<file path="config.mk">
export PLATFORM = sky130hd
export DESIGN_NAME = dm_load_ctrl
export DESIGN_NICKNAME = d
export VERILOG_FILES = /design/src/rtl/dm_load_ctrl.sv
export SDC_FILE = /design/constraint.sdc
export NUM_CORES = 1
export LEC_CHECK = 0
export CAP_MARGIN = 0
export CELL_PAD_IN_SITES_DETAIL_PLACEMENT = 0
export CELL_PAD_IN_SITES_GLOBAL_PLACEMENT = 2
export CORE_AREA = 4 4 137 139
export CTS_CLUSTER_SIZE = 8
export DETAILED_ROUTE_END_ITERATION = 12
export DIE_AREA = 0 0 141 143
export PLACE_DENSITY_LB_ADDON = 0.2
export SYNTH_ARGS = -nofsm -noshare
export SYNTH_HDL_FRONTEND = slang
export SYNTH_SLANG_ARGS = --single-unit
</file>
<file path="constraint.sdc">
create_clock -name clk -period 3.43 [get_ports clk]
set_input_delay 0.8575 -clock clk [delete_from_list [all_inputs] [get_ports clk]]
set_output_delay 0.8575 -clock clk [all_outputs]
set_load 0.02 [all_outputs]
</file>
<file path="src/rtl/dm_load_ctrl.sv">
// -----------------------------------------------------------------------------
// dm_load_ctrl
//
// MEM-stage load controller in front of a synchronous-read data memory port.
// It accepts one load at a time, issues a single word read, then extracts the
// byte, halfword or word lane and sign- or zero-extends it. The result goes
// back over a second valid/ready handshake, with an error flag for illegal or
// out-of-range loads.
//
// Handshakes: a transfer happens on a rising clk edge where valid && ready.
// The producer holds valid and its payload stable until that edge. The
// consumer may assert ready at any time. Ready without valid does nothing.
//
// Optional feature (compile-time macro):
//   DM_LOAD_ALIGN_CHECK_EN - when defined, misaligned halfword/word loads
//                            fault. When undefined, the low address bits are
//                            ignored for halfword/word, which matches the
//                            store path's forced alignment.
//
// Ports:
//   clk, reset        clock; synchronous active-high reset
//   i_req_valid       load request present
//   o_req_ready       request can be accepted (IDLE only)
//   i_req_addr        byte address
//   i_req_type        01 byte, 10 halfword, 11 word, 00 illegal
//   i_req_unsigned    1 = zero-extend, 0 = sign-extend
//   i_req_pc          PC of the load, returned with the response
//   o_mem_rd_en       memory read strobe (one cycle per good load)
//   o_mem_addr        word index into the memory
//   i_mem_rdata       read data, valid the cycle after o_mem_rd_en
//   o_rsp_valid       response present
//   i_rsp_ready       consumer accepts the response
//   o_rsp_data        extended load data (0 on error)
//   o_rsp_err         load faulted
//   o_rsp_pc          PC of the responding load
//   o_dbg_state       current FSM state (0 IDLE, 1 READ, 2 RESP)
// -----------------------------------------------------------------------------
module dm_load_ctrl #(
    parameter int ADDR_WORDS_LOG2 = 12
) (
    input  logic                       clk,
    input  logic                       reset,
    input  logic                       i_req_valid,
    output logic                       o_req_ready,
    input  logic [31:0]                i_req_addr,
    input  logic [1:0]                 i_req_type,
    input  logic                       i_req_unsigned,
    input  logic [31:0]                i_req_pc,
    output logic                       o_mem_rd_en,
    output logic [ADDR_WORDS_LOG2-1:0] o_mem_addr,
    input  logic [31:0]                i_mem_rdata,
    output logic                       o_rsp_valid,
    input  logic                       i_rsp_ready,
    output logic [31:0]                o_rsp_data,
    output logic                       o_rsp_err,
    output logic [31:0]                o_rsp_pc,
    output logic [1:0]                 o_dbg_state
);

    typedef enum logic [1:0] {
        ST_IDLE = 2'd0,
        ST_READ = 2'd1,
        ST_RESP = 2'd2
    } state_t;

    localparam logic [1:0] TYPE_BYTE = 2'b01;
    localparam logic [1:0] TYPE_HALF = 2'b10;
    localparam logic [1:0] TYPE_WORD = 2'b11;
    localparam logic [1:0] TYPE_ILL  = 2'b00;

    state_t      r_state;
    state_t      w_next;
    logic        w_accept;
    logic        w_type_err;
    logic        w_range_err;
    logic        w_align_err;
    logic        w_err;

    // One-entry request latch
    logic [1:0]  r_addr_lo;
    logic [1:0]  r_type;
    logic        r_unsigned;
    logic [31:0] r_pc;

    // One-entry response register
    logic [31:0] r_rsp_data;
    logic        r_rsp_err;

    logic [7:0]  w_byte;
    logic [15:0] w_half;
    logic [31:0] w_load_data;

    // ------------------------------------------------------------------
    // Request fault detection
    // ------------------------------------------------------------------
    assign w_type_err  = (i_req_type == TYPE_ILL);
    // Any address bit above the memory's byte range makes the load fault.
    assign w_range_err = |i_req_addr[31:ADDR_WORDS_LOG2+2];

`ifdef DM_LOAD_ALIGN_CHECK_EN
    assign w_align_err = ((i_req_type == TYPE_HALF) && i_req_addr[0]) ||
                         ((i_req_type == TYPE_WORD) && (i_req_addr[1:0] != 2'b00));
`else
    assign w_align_err = 1'b0;
`endif

    assign w_err = w_type_err || w_range_err || w_align_err;

    // ------------------------------------------------------------------
    // FSM
    // ------------------------------------------------------------------
    always_ff @(posedge clk) begin
        if (reset) begin
            r_state <= ST_IDLE;
        end else begin
            r_state <= w_next;
        end
    end

    always_comb begin
        w_next      = r_state;
        w_accept    = 1'b0;
        o_req_ready = 1'b0;
        o_mem_rd_en = 1'b0;
        o_rsp_valid = 1'b0;
        case (r_state)
            ST_IDLE: begin
                o_req_ready = 1'b1;
                // Reset wins over a simultaneous request, so no strobe
                // escapes while reset is high.
                if (i_req_valid && !reset) begin
                    w_accept    = 1'b1;
                    o_mem_rd_en = !w_err;
                    w_next      = w_err ? ST_RESP : ST_READ;
                end
            end
            ST_READ: begin
                w_next = ST_RESP;
            end
            ST_RESP: begin
                o_rsp_valid = 1'b1;
                if (i_rsp_ready) begin
                    w_next = ST_IDLE;
                end
            end
            default: begin
                w_next = ST_IDLE;
            end
        endcase
    end

    // The read index is driven only while a strobe is issued, so the port
    // idles at zero.
    assign o_mem_addr  = o_mem_rd_en ? i_req_addr[ADDR_WORDS_LOG2+1:2] : '0;
    assign o_dbg_state = r_state;

    // ------------------------------------------------------------------
    // Lane extraction from the returned word
    // ------------------------------------------------------------------
    always_comb begin
        w_byte = 8'h00;
        case (r_addr_lo)
            2'd0:    w_byte = i_mem_rdata[7:0];
            2'd1:    w_byte = i_mem_rdata[15:8];
            2'd2:    w_byte = i_mem_rdata[23:16];
            default: w_byte = i_mem_rdata[31:24];
        endcase
    end

    assign w_half = r_addr_lo[1] ? i_mem_rdata[31:16] : i_mem_rdata[15:0];

    always_comb begin
        w_load_data = i_mem_rdata;
        case (r_type)
            TYPE_BYTE: w_load_data = {{24{!r_unsigned && w_byte[7]}}, w_byte};
            TYPE_HALF: w_load_data = {{16{!r_unsigned && w_half[15]}}, w_half};
            default:   w_load_data = i_mem_rdata;
        endcase
    end

    // ------------------------------------------------------------------
    // Request latch and response register
    // ------------------------------------------------------------------
    always_ff @(posedge clk) begin
        if (reset) begin
            r_addr_lo  <= 2'b00;
            r_type     <= 2'b00;
            r_unsigned <= 1'b0;
            r_pc       <= 32'h0;
            r_rsp_data <= 32'h0;
            r_rsp_err  <= 1'b0;
        end else begin
            if (w_accept) begin
                r_addr_lo  <= i_req_addr[1:0];
                r_type     <= i_req_type;
                r_unsigned <= i_req_unsigned;
                r_pc       <= i_req_pc;
                if (w_err) begin
                    r_rsp_data <= 32'h0;
                    r_rsp_err  <= 1'b1;
                end
            end
            // mem_rdata is valid during READ, one cycle after the strobe.
            if (r_state == ST_READ) begin
                r_rsp_data <= w_load_data;
                r_rsp_err  <= 1'b0;
            end
        end
    end

    assign o_rsp_data = r_rsp_data;
    assign o_rsp_err  = r_rsp_err;
    assign o_rsp_pc   = r_pc;

endmodule

</file>
; ---- After elaboration in Yosys (flattened, before gate mapping)
; Index checks and enable logic that the tools add are counted.
[op_classes]
addsub = 0
multipliers = 0
div = 0
n_lt_le_gt_ge = 0
eq_ne = 8
shifts = 0
mux = 17
bitwise_logic = 0
n_reduce_logical = 17
[op_table]
columns = op, n
row1 = 32-bit 2-to-1 mux, 3
row2 = 32-bit case mux with 2 select lines, 1
row3 = 8-bit case mux with 3 select lines, 1
row4 = 18-bit OR reduction, 1
row5 = 16-bit 2-to-1 mux, 1
row6 = 12-bit 2-to-1 mux, 1
row7 = 2-bit by 1-bit == test with 1-bit output (second input constant), 3
row8 = 2-bit == test (second input constant), 3
row9 = 2-bit logical NOT, 3
row10 = 1-bit 2-to-1 mux, 6
row11 = 2-bit 2-to-1 mux, 3
row12 = 2-bit case mux with 3 select lines, 1
row13 = 2-bit AND reduction, 3
row14 = 2-bit inequality test (second input constant), 2
row15 = 2-bit nonzero test, 2
row16 = 1-bit logical AND, 3
row17 = 1-bit logical NOT, 3
row18 = 2-bit OR reduction, 1
row19 = 1-bit logical OR, 1
[totals]
regBits = 72
latch_bits = 0
mem_bits_rw = 0
rom_bits = 0
in_bits = 103
out_inout_bits = 82
word_cells = 49
n_memories = 0

; ---- Longest topological paths before layout
; Gate-level depths: netlist of the first run.
[depth]
ltp_word = 6
mapped_depth = 8

; ---- Least setup slack after synthesis of the first run
; Ideal clock, no wire load.
[synth_timing]
path_kind = input to output
from = in i_req_addr[21]
to = out o_mem_addr[10]
arrival_ps = 2420
required_time_ps = 2572
setup_slack_ps = 153
path_stages = 5
path_buffers = 1
path_cell_list = or4_1 or4_4 nor3_4 buf_6 and2_1
[synth_between]
elab_chain_cells = 6
[synth_rtl]
columns = element, line
row1 = from (decl), 45  ; input logic [31:0] i_req_addr,
row2 = 18-bit OR reduction, 98  ; assign w_range_err = |i_req_addr[31:ADDR_WORDS_LOG2+2];
row3 = 1-bit logical OR, 107  ; assign w_err = w_type_err || w_range_err || w_align_err;
row4 = 1-bit logical NOT, 133  ; o_mem_rd_en = !w_err;
row5 = 1-bit 2-to-1 mux, 131  ; if (i_req_valid && !reset) begin
row6 = 1-bit 2-to-1 mux, 126  ; case (r_state)
row7 = named net o_mem_rd_en, 49  ; output logic o_mem_rd_en,
row8 = 12-bit 2-to-1 mux, 154  ; assign o_mem_addr = o_mem_rd_en ? i_req_addr[ADDR_WORDS_LOG2+1:2] : '0;
row9 = to (decl), 50  ; output logic [ADDR_WORDS_LOG2-1:0] o_mem_addr,
; The timed path passes the listed nets, and every way through them passes these cells.

; ---- Final worst setup path of the first run
[layout_timing]
from = in i_req_addr[20]
to = out o_mem_addr[7]
[layout_between]
elab_chain_cells = 6
[layout_rtl]
columns = element, line
row1 = 18-bit OR reduction, 98
row2 = 1-bit logical OR, 107
row3 = 1-bit logical NOT, 133
row4 = 1-bit 2-to-1 mux, 131
row5 = 1-bit 2-to-1 mux, 126
row6 = 12-bit 2-to-1 mux, 154
; No other way between the ends.

==> flow_summary.json, run 1 <==
{
  "irDropWorstVdd_v": 0.000245,
  "final_core_utilization_pct": 33.5,
  "syn_nets": 555,
  "worstSetupStartpointType": "input pin",
  "nets": 733,
  "p_int_mw": 1.61,
  "place.detailed.hpwl_microns": 10800,
  "seq_area_frac_synth_pct": 41.9,
  "totalWireLength_microns": 14400,
  "cts.clk_slew.worst_paths_ps": 60,
  "pin_count_of_the_biggest_net_entering_global_routing": 48,
  "synth_area_per_cell_sq_um": 7.65,
  "final.setup_skew_ps": 8.07,
  "critical_path.endpoint_type": "output pin",
  "grt_overflow_total": 0,
  "num_rows": 49,
  "cpMaxStageDelayCell": "sky130_fd_sc_hd__or4_4",
  "worstPathArrival_ps": 2540,
  "ant_nets": 0,
  "max_clock_freq_mhz": 294,
  "synth_edf_count": 0,
  "vias": 3860,
  "starting_utilization_of_the_core_area_pct": 19.5,
  "report.final.slew_viol_count": 0,
  "final_period_minus_worst_setup_slack_ps": 3400,
  "drt_pass1_iterations": 4,
  "global_route.usage.total_pct": 14.0,
  "worstSetupPathType": "in2out",
  "fp.dieArea_sq_um": 20200,
  "setup_tns_ps": 0,
  "antenna_found_initial": 0,
  "worst_path_largest_cell_delay_ps": 510,
  "synthCells": 450,
  "detailed_place.area_sq_um": 5560,
  "hold_violations": 0,
  "synthesized_flop_and_latch_total": 72,
  "clockBufferDepth": 2,
  "worst_skew_pair_latency_ps": 340,
  "cellPowerDensity_nw_per_um2": 368,
  "switching_share_pct": 26.0,
  "timing.critical_path.max_delay_family": "simple AND/OR/NAND/NOR gates",
  "run_status": "complete, no violations",
  "die_boundary_width_microns": 141,
  "die_outline_height_microns": 143,
  "dpl_worst_slack_ps": -860,
  "root_buffer": "sky130_fd_sc_hd__clkbuf_16",
  "clkSinkCount": 72,
  "fp.coreArea_sq_um": 17700,
  "timing.critical_path.cells": "buf_6 -> or4_4 -> or4_4 -> nor3_4 -> buf_6 -> and2_4 -> buf_6",
  "p_switching_mw": 0.565,
  "insertedDiodeCount": 0,
  "numCtsBuffers": 9,
  "cell_types_with_the_largest_area_share_after_synthesis": "sky130_fd_sc_hd__dfxtp_1 42%, sky130_fd_sc_hd__a21oi_1 10%, sky130_fd_sc_hd__nand2_1 8.3%",
  "setup_viol_count_final": 0,
  "min_path_type": "reg2reg",
  "critical-path-top-cell-by-count": "sky130_fd_sc_hd__buf_6",
  "max-cap-violations": 0,
  "rsz0062_at_grt": "true",
  "layout.cells.most_common": "sky130_fd_sc_hd__clkdlybuf4s50_1",
  "portBuffers": 184,
  "avgViaCountPerCell": 4.48,
  "layout-area-overhead-vs-synth_pct": 72.0,
  "grt_first_pass_wirelength_microns": 22100,
  "min_period_over_period_pct": 99.2,
  "tritoncts": "done",
  "hold_slack_ps": 453,
  "drtIter0Drc": 202,
  "cts_max_level": 3,
  "finalWeightedCongestion": 0.768,
  "synth_async_sr_flop_share_pct": 0,
  "layout.cells.most_common_list": "166 x sky130_fd_sc_hd__clkdlybuf4s50_1, 76 x sky130_fd_sc_hd__nand2_1, 72 x sky130_fd_sc_hd__dfxtp_1",
  "post_drt_wl_per_cell_microns": 16.8,
  "fin_ws_ps": 29.1,
  "power.share.sequential_pct": 40.0,
  "max-slew-margin-rel_pct": 17.0,
  "synth.distinct_cells": 38,
  "final_cell_area_sq_um": 5920,
  "yosys_warnings": 0,
  "worst_pin_slew_ps": 1250,
  "ys_dominant_reg_cell": "sky130_fd_sc_hd__dfxtp_1",
  "grt_pass1_vias": 3913,
  "drive_above_1_share_pct": 11.4,
  "static-leakage-power_nw": 2.09,
  "synthDominantCellAreaShare_pct": 41.9,
  "clockPowerShare_pct": 42.9,
  "worst_ep_required_time_ps": 2570,
  "worst_path_buf_inv": 3,
  "route.detailed.drc": 0,
  "io_pins": 185,
  "share_comb_of_total_power_pct": 17.1,
  "critical_path.max_fanout": 7,
  "syn_area_sq_um": 3440,
  "synth_area_leader_cell": "sky130_fd_sc_hd__dfxtp_1"
}
[logic make-up after synthesis]
group                      share of synthesized area [%]
adders and majority gates                          0.727
and+or+nand+nor                                     25.2
buffers and inverters                               6.00
AOI/OAI and AO/OA                                   23.0
DFF                                                 41.9
muxes                                               3.20
[synthesized netlist by cell type, types with 2 or more instances]
library cell,number
sky130_fd_sc_hd__ha_1,2
sky130_fd_sc_hd__and2_1,14
sky130_fd_sc_hd__nor2b_1,4
sky130_fd_sc_hd__nand2_1,76
sky130_fd_sc_hd__dfxtp_1,72
sky130_fd_sc_hd__or4_1,2
sky130_fd_sc_hd__nor4_1,6
sky130_fd_sc_hd__a31oi_1,15
sky130_fd_sc_hd__nor2_1,12
sky130_fd_sc_hd__o31ai_1,7
sky130_fd_sc_hd__buf_2,3
sky130_fd_sc_hd__o21ai_0,18
sky130_fd_sc_hd__a21oi_1,69
sky130_fd_sc_hd__clkbuf_1,29
sky130_fd_sc_hd__nand4_1,8
sky130_fd_sc_hd__inv_1,13
sky130_fd_sc_hd__o22ai_1,23
sky130_fd_sc_hd__buf_1,5
sky130_fd_sc_hd__nand2b_1,5
sky130_fd_sc_hd__mux2i_1,11
sky130_fd_sc_hd__nand3_1,32
sky130_fd_sc_hd__nand3b_1,8
[layer usage]
metal  routed length, microns  vias to the layer above  global-route usage [%]
li1                         -                     1959                       -
met1                     6680                     1740                    18.3
met2                     6620                      146                    22.3
met3                      914                       15                    3.82
met4                      233                        0                    4.90
met5                        0                        -                       0
[worst register-to-register path, cell delays in order (launching register included)]
cell and delay, ps:
sky130_fd_sc_hd__dfxtp_1 360, sky130_fd_sc_hd__inv_1 50, sky130_fd_sc_hd__ha_1 630, sky130_fd_sc_hd__inv_1 190, sky130_fd_sc_hd__buf_4 260, sky130_fd_sc_hd__a31oi_1 130, sky130_fd_sc_hd__o31ai_1 310, sky130_fd_sc_hd__a31oi_1 120
[path summary, 6_finish.rpt]
path,start,endpoint,slack [ps],cells past startpoint
setup / recovery,i_req_addr[20],o_mem_addr[7],30,7
hold reg to reg,o_rsp_pc[16],o_rsp_pc[16],450,2
setup reg to reg,r_type[0],o_rsp_data[3],1230,7
hold / removal,o_rsp_pc[16],o_rsp_pc[16],450,2
[power groups by stage]
stage | combinational (mW) | clock (mW) | sequential, mW
after floorplan | 0.129 | 0 | 0.910
after global placement | 0.374 | 0 | 0.889
after detailed placement | 0.373 | 0 | 0.890
after CTS | 0.375 | 0.973 | 0.871
after global routing | 0.402 | 1.00 | 0.873
final | 0.372 | 0.932 | 0.871
[metrics by stage]
step / power, mW / std cells
after floorplan: 1.04 / 450
after global placement: 1.26 / 843
after detailed placement: 1.26 / 843
after CTS: 2.22 / 863
after global routing: 2.28 / 862
final: 2.18 / 862
[state kept, by name, indices dropped and copies added, names as in the netlist]
name / flops
r_type: 2
o_rsp_err: 1
o_dbg_state: 2
o_rsp_data: 32
r_addr_lo: 2
r_unsigned: 1
o_rsp_pc: 32
[final cells by class]
type,instances,area (sq um)
Fill cell,1835,11700
Timing Repair Buffer,205,2020
Multi-Input combinational cell,326,1830
Sequential cell,72,1440
Tap cell,229,287
Clock buffer,10,229
Clock inverter,6,60.1
Inverter,14,52.6
[what timing repair did]
action	in CTS	in global routing
hold buffers	0	0
endpoints found under the setup margin	13	13
pin swaps	15	3
resized for setup	107	1
cloned	1	0
setup buffers	3	1
No activity file was read; power rests on OpenSTA's default activity.
==> inputs of run 2 (changes only) <==
--- a/config.mk
+++ b/config.mk
@@ -12,7 +12,8 @@
 export CTS_CLUSTER_SIZE = 8
 export DETAILED_ROUTE_END_ITERATION = 12
 export DIE_AREA = 0 0 141 143
-export PLACE_DENSITY_LB_ADDON = 0.2
+export PLACE_DENSITY_LB_ADDON = 0.08
+export SLEW_MARGIN = 30
 export SYNTH_ARGS = -nofsm -noshare
 export SYNTH_HDL_FRONTEND = slang
 export SYNTH_SLANG_ARGS = --single-unit
==> run 2 against run 1 <==
  * Setup slack got worse by 21 ps
  * Power rose by 5.6%
  * Final area rose by 0.68%
  * Sequential power barely moved
  * Core utilization rose by 0.23 points
  * Via count rose by 1.4%
  * Worst hold slack got worse by 1.0 ps
  * Critical path type unchanged
  * Critical endpoint unchanged
  * Highest routed layer unchanged
==> flow_summary.json, run 2 (synthesized netlist as in run 1, its figures left out) <==
{
  "max-slew-margin-rel_pct": 61.0,
  "setup_viol_count_final": 0,
  "min_period_over_period_pct": 99.8,
  "die_outline_height_microns": 143,
  "worst-r2r-cell-count": 8,
  "die_boundary_width_microns": 141,
  "avgViaCountPerCell": 4.54,
  "tritoncts": "done",
  "insertedDiodeCount": 0,
  "rr_endpoint": "o_rsp_data[3]",
  "fp.dieArea_sq_um": 20200,
  "grt_first_pass_wirelength_microns": 22600,
  "worstPathArrival_ps": 2560,
  "layout.cells.most_common": "sky130_fd_sc_hd__clkdlybuf4s50_1",
  "rsz0062_at_grt": "true",
  "min_path_type": "reg2reg",
  "pin_count_of_the_biggest_net_entering_global_routing": 48,
  "worst_ep_required_time_ps": 2570,
  "run_status": "complete, no violations",
  "starting_utilization_of_the_core_area_pct": 19.5,
  "timing.hold.worst.start": "o_rsp_pc[30]",
  "hold_path_depth": 2,
  "ant_nets": 0,
  "portBuffers": 184,
  "grt_pass1_vias": 3977,
  "timing.hold.worst_endpoint": "o_rsp_pc[30]",
  "final_core_utilization_pct": 33.7,
  "cellPowerDensity_nw_per_um2": 386,
  "worstSetupPathType": "in2out",
  "worst_pin_slew_ps": 583,
  "drt_pass1_iterations": 4,
  "grt_overflow_total": 0,
  "layout.cells.most_common_list": "166 x sky130_fd_sc_hd__clkdlybuf4s50_1, 75 x sky130_fd_sc_hd__nand2_1, 72 x sky130_fd_sc_hd__dfxtp_1",
  "worstSetupStartpointType": "input pin",
  "static-leakage-power_nw": 2.10,
  "max-cap-violations": 0,
  "num_rows": 49,
  "antenna_found_initial": 0,
  "post_drt_wl_per_cell_microns": 17.0,
  "final_period_minus_worst_setup_slack_ps": 3420,
  "ff2ff_setup_slack_ps": 1470,
  "irDropWorstVdd_v": 0.000205,
  "cts_max_level": 3,
  "nets": 733,
  "clkSinkCount": 72,
  "numCtsBuffers": 9,
  "rr_startpoint": "r_type[0]",
  "drtIter0Drc": 113,
  "instances_no_fill": 862,
  "setup_tns_ps": 0,
  "numPlacedInstances": 843,
  "fp.coreArea_sq_um": 17700,
  "clockBufferDepth": 2,
  "route.detailed.drc": 0,
  "critical_path.max_fanout": 6,
  "vias": 3915,
  "cts-hold-fix-buffers": 0,
  "root_buffer": "sky130_fd_sc_hd__clkbuf_16",
  "final.setup_skew_ps": 6.99,
  "worst_skew_pair_latency_ps": 340,
  "report.final.slew_viol_count": 0,
  "io_pins": 185,
  "hold_violations": 0,
  "layout-area-overhead-vs-synth_pct": 73.2,
  "drive_above_1_share_pct": 11.8,
  "cts.clk_slew.worst_paths_ps": 60,
  "totalWireLength_microns": 14600,
  "place.detailed.hpwl_microns": 10700,
  "finalWeightedCongestion": 0.737,
  "max_clock_freq_mhz": 292,
  "critical_path.endpoint_type": "output pin",
  "global_route.usage.total_pct": 14.2
}
==> run 2: cell count changes in the layout (fill, tap and decap cells not counted) <==
cell,change
sky130_fd_sc_hd__clkbuf_1,-1
sky130_fd_sc_hd__clkinv_4,+2
sky130_fd_sc_hd__clkinv_2,-3
sky130_fd_sc_hd__clkdlybuf4s15_1,-1
sky130_fd_sc_hd__nand2_1,-1
sky130_fd_sc_hd__clkbuf_2,+1
sky130_fd_sc_hd__nand2_2,+1
sky130_fd_sc_hd__bufinv_16,+1
sky130_fd_sc_hd__clkbuf_8,+1
==> run 2: layout make-up <==
cell class | instances | area (sq um)
clock inverter | 6 | 92.6
timing repair buffer | 205 | 2020
sequential | 72 | 1440
tap | 229 | 287
multi-input combinational | 326 | 1830
clock buffer | 10 | 239
fill | 1869 | 11700
inverter | 14 | 52.6
==> run 2: worst max-delay path by stage <==
stage / startpoint / to / slack [ps]
after detailed placement: i_req_addr[21] / o_mem_addr[0] / -900
final: i_req_addr[20] / o_mem_addr[7] / 8
after global placement: i_req_addr[21] / o_mem_addr[4] / -840
after CTS: i_req_addr[28] / o_mem_addr[1] / -150
after global routing: i_req_addr[20] / o_mem_addr[7] / -40
after floorplan: i_req_addr[21] / o_mem_addr[10] / 150
==> run 2: per-stage QoR <==
| stage | total power, mW | instance area [sq um] | hold slack, ps | setup WS (ps) |
|---|---|---|---|---|
| after floorplan | 1.04 | 3440 | 453 | 153 |
| after global placement | 1.26 | 5560 | 442 | -839 |
| after detailed placement | 1.26 | 5560 | 447 | -905 |
| after CTS | 2.34 | 6000 | 456 | -152 |
| after global routing | 2.41 | 5960 | 474 | -43.2 |
| final | 2.30 | 5960 | 452 | 7.65 |
==> run 2: per-layer routing <==
layer | up-vias | part of all wire (%) | GRT usage (%)
li1 | 1956 | - | -
met1 | 1801 | 46 | 18.9
met2 | 133 | 46 | 22.6
met3 | 25 | 5.3 | 2.88
met4 | 0 | 2.5 | 5.81
met5 | - | 0 | 0
==> run 2: where the power goes <==
part           total (mW)  internal, mW  switching (mW)
Combinational       0.371         0.193           0.179
Sequential          0.870         0.858          0.0126
Clock                1.06         0.660           0.396
==> run 2: worst max-delay path, stage by stage <==
cell	delay [ps]
sky130_fd_sc_hd__buf_6	90
sky130_fd_sc_hd__or4_4	530
sky130_fd_sc_hd__or4_4	510
sky130_fd_sc_hd__nor3_4	170
sky130_fd_sc_hd__buf_6	150
sky130_fd_sc_hd__and2_4	140
sky130_fd_sc_hd__buf_6	110
==> run 2: timing repair <==
action / CTS / global route
setup buffers: 4 / 0
resized for setup: 106 / 3
endpoints found under the setup margin: 13 / 13
pin swaps: 15 / 4
endpoints found under the hold margin: 0 / 0
gates cloned: 1 / 0
==> inputs of run 3 (changes only) <==
--- a/config.mk
+++ b/config.mk
@@ -8,10 +8,10 @@
 export CAP_MARGIN = 0
 export CELL_PAD_IN_SITES_DETAIL_PLACEMENT = 0
 export CELL_PAD_IN_SITES_GLOBAL_PLACEMENT = 2
-export CORE_AREA = 4 4 137 139
+export CORE_AREA = 2 2 135 137
 export CTS_CLUSTER_SIZE = 8
 export DETAILED_ROUTE_END_ITERATION = 12
-export DIE_AREA = 0 0 141 143
+export DIE_AREA = 0 0 137 139
 export PLACE_DENSITY_LB_ADDON = 0.08
 export SLEW_MARGIN = 30
 export SYNTH_ARGS = -nofsm -noshare
==> run 3 against run 2 <==
  * Combinational power is essentially flat
  * Largest cell class unchanged
  * Largest power group unchanged
  * Routed wire length shrank 3.2%
  * Clock power shrank 9%
  * Maximum frequency grew 0.13%
  * Flip-flop and latch count is the same
  * Final cell count grew 0.12%
  * Global-route usage grew 0.50 points
  * Count of clock-buffer cells in the layout grew 3
==> flow_summary.json, run 3 (synthesized netlist as in run 1, its figures left out) <==
{
  "post_route_total_power_mw": 2.21,
  "layout-area-overhead-vs-synth_pct": 72.2,
  "die_outline_height_microns": 139,
  "drtIter0Drc": 144,
  "critical_path.endpoint_type": "output pin",
  "ant_nets": 0,
  "clockPowerShare_pct": 43.9,
  "worst_pin_slew_ps": 576,
  "drt_pass1_iterations": 4,
  "nets": 734,
  "starting_utilization_of_the_core_area_pct": 19.5,
  "share_comb_of_total_power_pct": 16.7,
  "post_drt_wl_per_cell_microns": 16.4,
  "drive_above_1_share_pct": 11.5,
  "rsz0062_at_grt": "true",
  "run_status": "complete, no violations",
  "max-cap-violations": 0,
  "num_rows": 49,
  "finalWeightedCongestion": 0.741,
  "worstSetupStartpointType": "input pin",
  "irDropWorstVdd_v": 0.000259,
  "worstSetupPathType": "in2out",
  "layout.cells.most_common": "sky130_fd_sc_hd__clkdlybuf4s50_1",
  "layout.cells.most_common_list": "166 x sky130_fd_sc_hd__clkdlybuf4s50_1, 76 x sky130_fd_sc_hd__nand2_1, 72 x sky130_fd_sc_hd__dfxtp_1",
  "critical_path.max_fanout": 7,
  "max-slew-margin-rel_pct": 61.4,
  "final_period_minus_worst_setup_slack_ps": 3420,
  "cts-hold-fix-buffers": 0,
  "use_met2_pct": 23.8,
  "grt_pass1_vias": 3769,
  "min_period_over_period_pct": 99.6,
  "cts_max_level": 3,
  "setup_viol_count_final": 0,
  "totalWireLength_microns": 14200,
  "cts.clk_slew.worst_paths_ps": 60,
  "route.detailed.drc": 0,
  "grt_first_pass_wirelength_microns": 21600,
  "fp.dieArea_sq_um": 19000,
  "p_switching_mw": 0.556,
  "min_path_type": "reg2reg",
  "hold_violations": 0,
  "worst_ep_required_time_ps": 2570,
  "io_pins": 185,
  "switching_share_pct": 25.2,
  "clkSinkCount": 72,
  "groute.layer.met1.usage_pct": 19.3,
  "pin_count_of_the_biggest_net_entering_global_routing": 48,
  "die_boundary_width_microns": 137,
  "grt_overflow_total": 0,
  "final.setup_skew_ps": 6.48,
  "worst_skew_pair_latency_ps": 330,
  "cellPowerDensity_nw_per_um2": 372,
  "vias": 3906,
  "worstPathArrival_ps": 2560,
  "grt-busiest-layer": "met2",
  "hold_slack_ps": 453,
  "report.final.slew_viol_count": 0,
  "root_buffer": "sky130_fd_sc_hd__clkbuf_16",
  "global_route.usage.total_pct": 14.7,
  "avgViaCountPerCell": 4.53,
  "antenna_found_initial": 0,
  "power.share.sequential_pct": 39.5,
  "place.detailed.hpwl_microns": 10100,
  "static-leakage-power_nw": 2.10,
  "max_clock_freq_mhz": 293,
  "fp.coreArea_sq_um": 17700,
  "p_int_mw": 1.65,
  "portBuffers": 184,
  "clockBufferDepth": 2,
  "numCtsBuffers": 9,
  "insertedDiodeCount": 0,
  "tritoncts": "done",
  "met3_usage_pct": 2.63
}
## run 3: cell count changes in the layout (fill, tap and decap cells not counted), sizes merged
cell	previous run	this run
buf	38	39
clkbuf	11	14
bufinv	2	1
clkinvlp	2	0
## run 3: path summary, 6_finish.rpt
kind	start	to	slack (ps)	cells past startpoint
worst max-delay path	i_req_addr[28]	o_mem_addr[3]	10	7
worst min-delay path	o_rsp_pc[17]	o_rsp_pc[17]	450	2
worst max register to register	r_type[0]	o_rsp_data[4]	1480	8
worst min register to register	o_rsp_pc[17]	o_rsp_pc[17]	450	2
## run 3: power groups by stage
stage	clock network [mW]	logic, mW	registers [mW]
2_1_floorplan	0	0.129	0.910
3_3_place_gp	0	0.370	0.888
3_5_place_dp	0	0.370	0.889
4_1_cts	1.01	0.372	0.871
5_1_grt	1.04	0.399	0.873
6_report	0.968	0.368	0.870
## run 3: stage by stage
| stage | cell area (sq um) | setup TNS (ps) | cells | setup slack (ps) | util [%] |
|---|---|---|---|---|---|
| floorplan | 3440 | 0 | 450 | 153 | - |
| global placement | 5550 | -10700 | 843 | -834 | 31.4 |
| detailed placement | 5550 | -11320 | 843 | -898 | 31.4 |
| CTS | 5950 | -1520 | 863 | -132 | 33.7 |
| global route | 5930 | -245 | 863 | -27.6 | 33.6 |
| finish | 5930 | 0 | 863 | 12.1 | 33.6 |
## run 3: timing repair
action,CTS,global route
setup endpoints to repair,13,13
pin swaps,11,7
gates resized for setup,108,3
gates cloned,1,0
buffers inserted,3,2
## run 3: layout make-up
type | count | area, sq um
clock buffers | 13 | 260
fillers | 1890 | 11700
inverters | 14 | 52.6
repair buffers | 206 | 2020
flip-flops and latches | 72 | 1440
multi-input cells | 326 | 1830
clock inverters | 3 | 40.0
well taps | 229 | 287
## run 3: metal layers
metal | part of all wire (%) | routed length [microns]
met2 | 47 | 6710
met1 | 46 | 6470
met3 | 5.3 | 749
met5 | 0 | 0
met4 | 1.6 | 229
## run 3: critical path: stages
cell,delay [ps]
sky130_fd_sc_hd__buf_6,90
sky130_fd_sc_hd__or4_4,530
sky130_fd_sc_hd__or4_4,510
sky130_fd_sc_hd__nor3_4,170
sky130_fd_sc_hd__buf_6,160
sky130_fd_sc_hd__and2_4,140
sky130_fd_sc_hd__buf_6,110
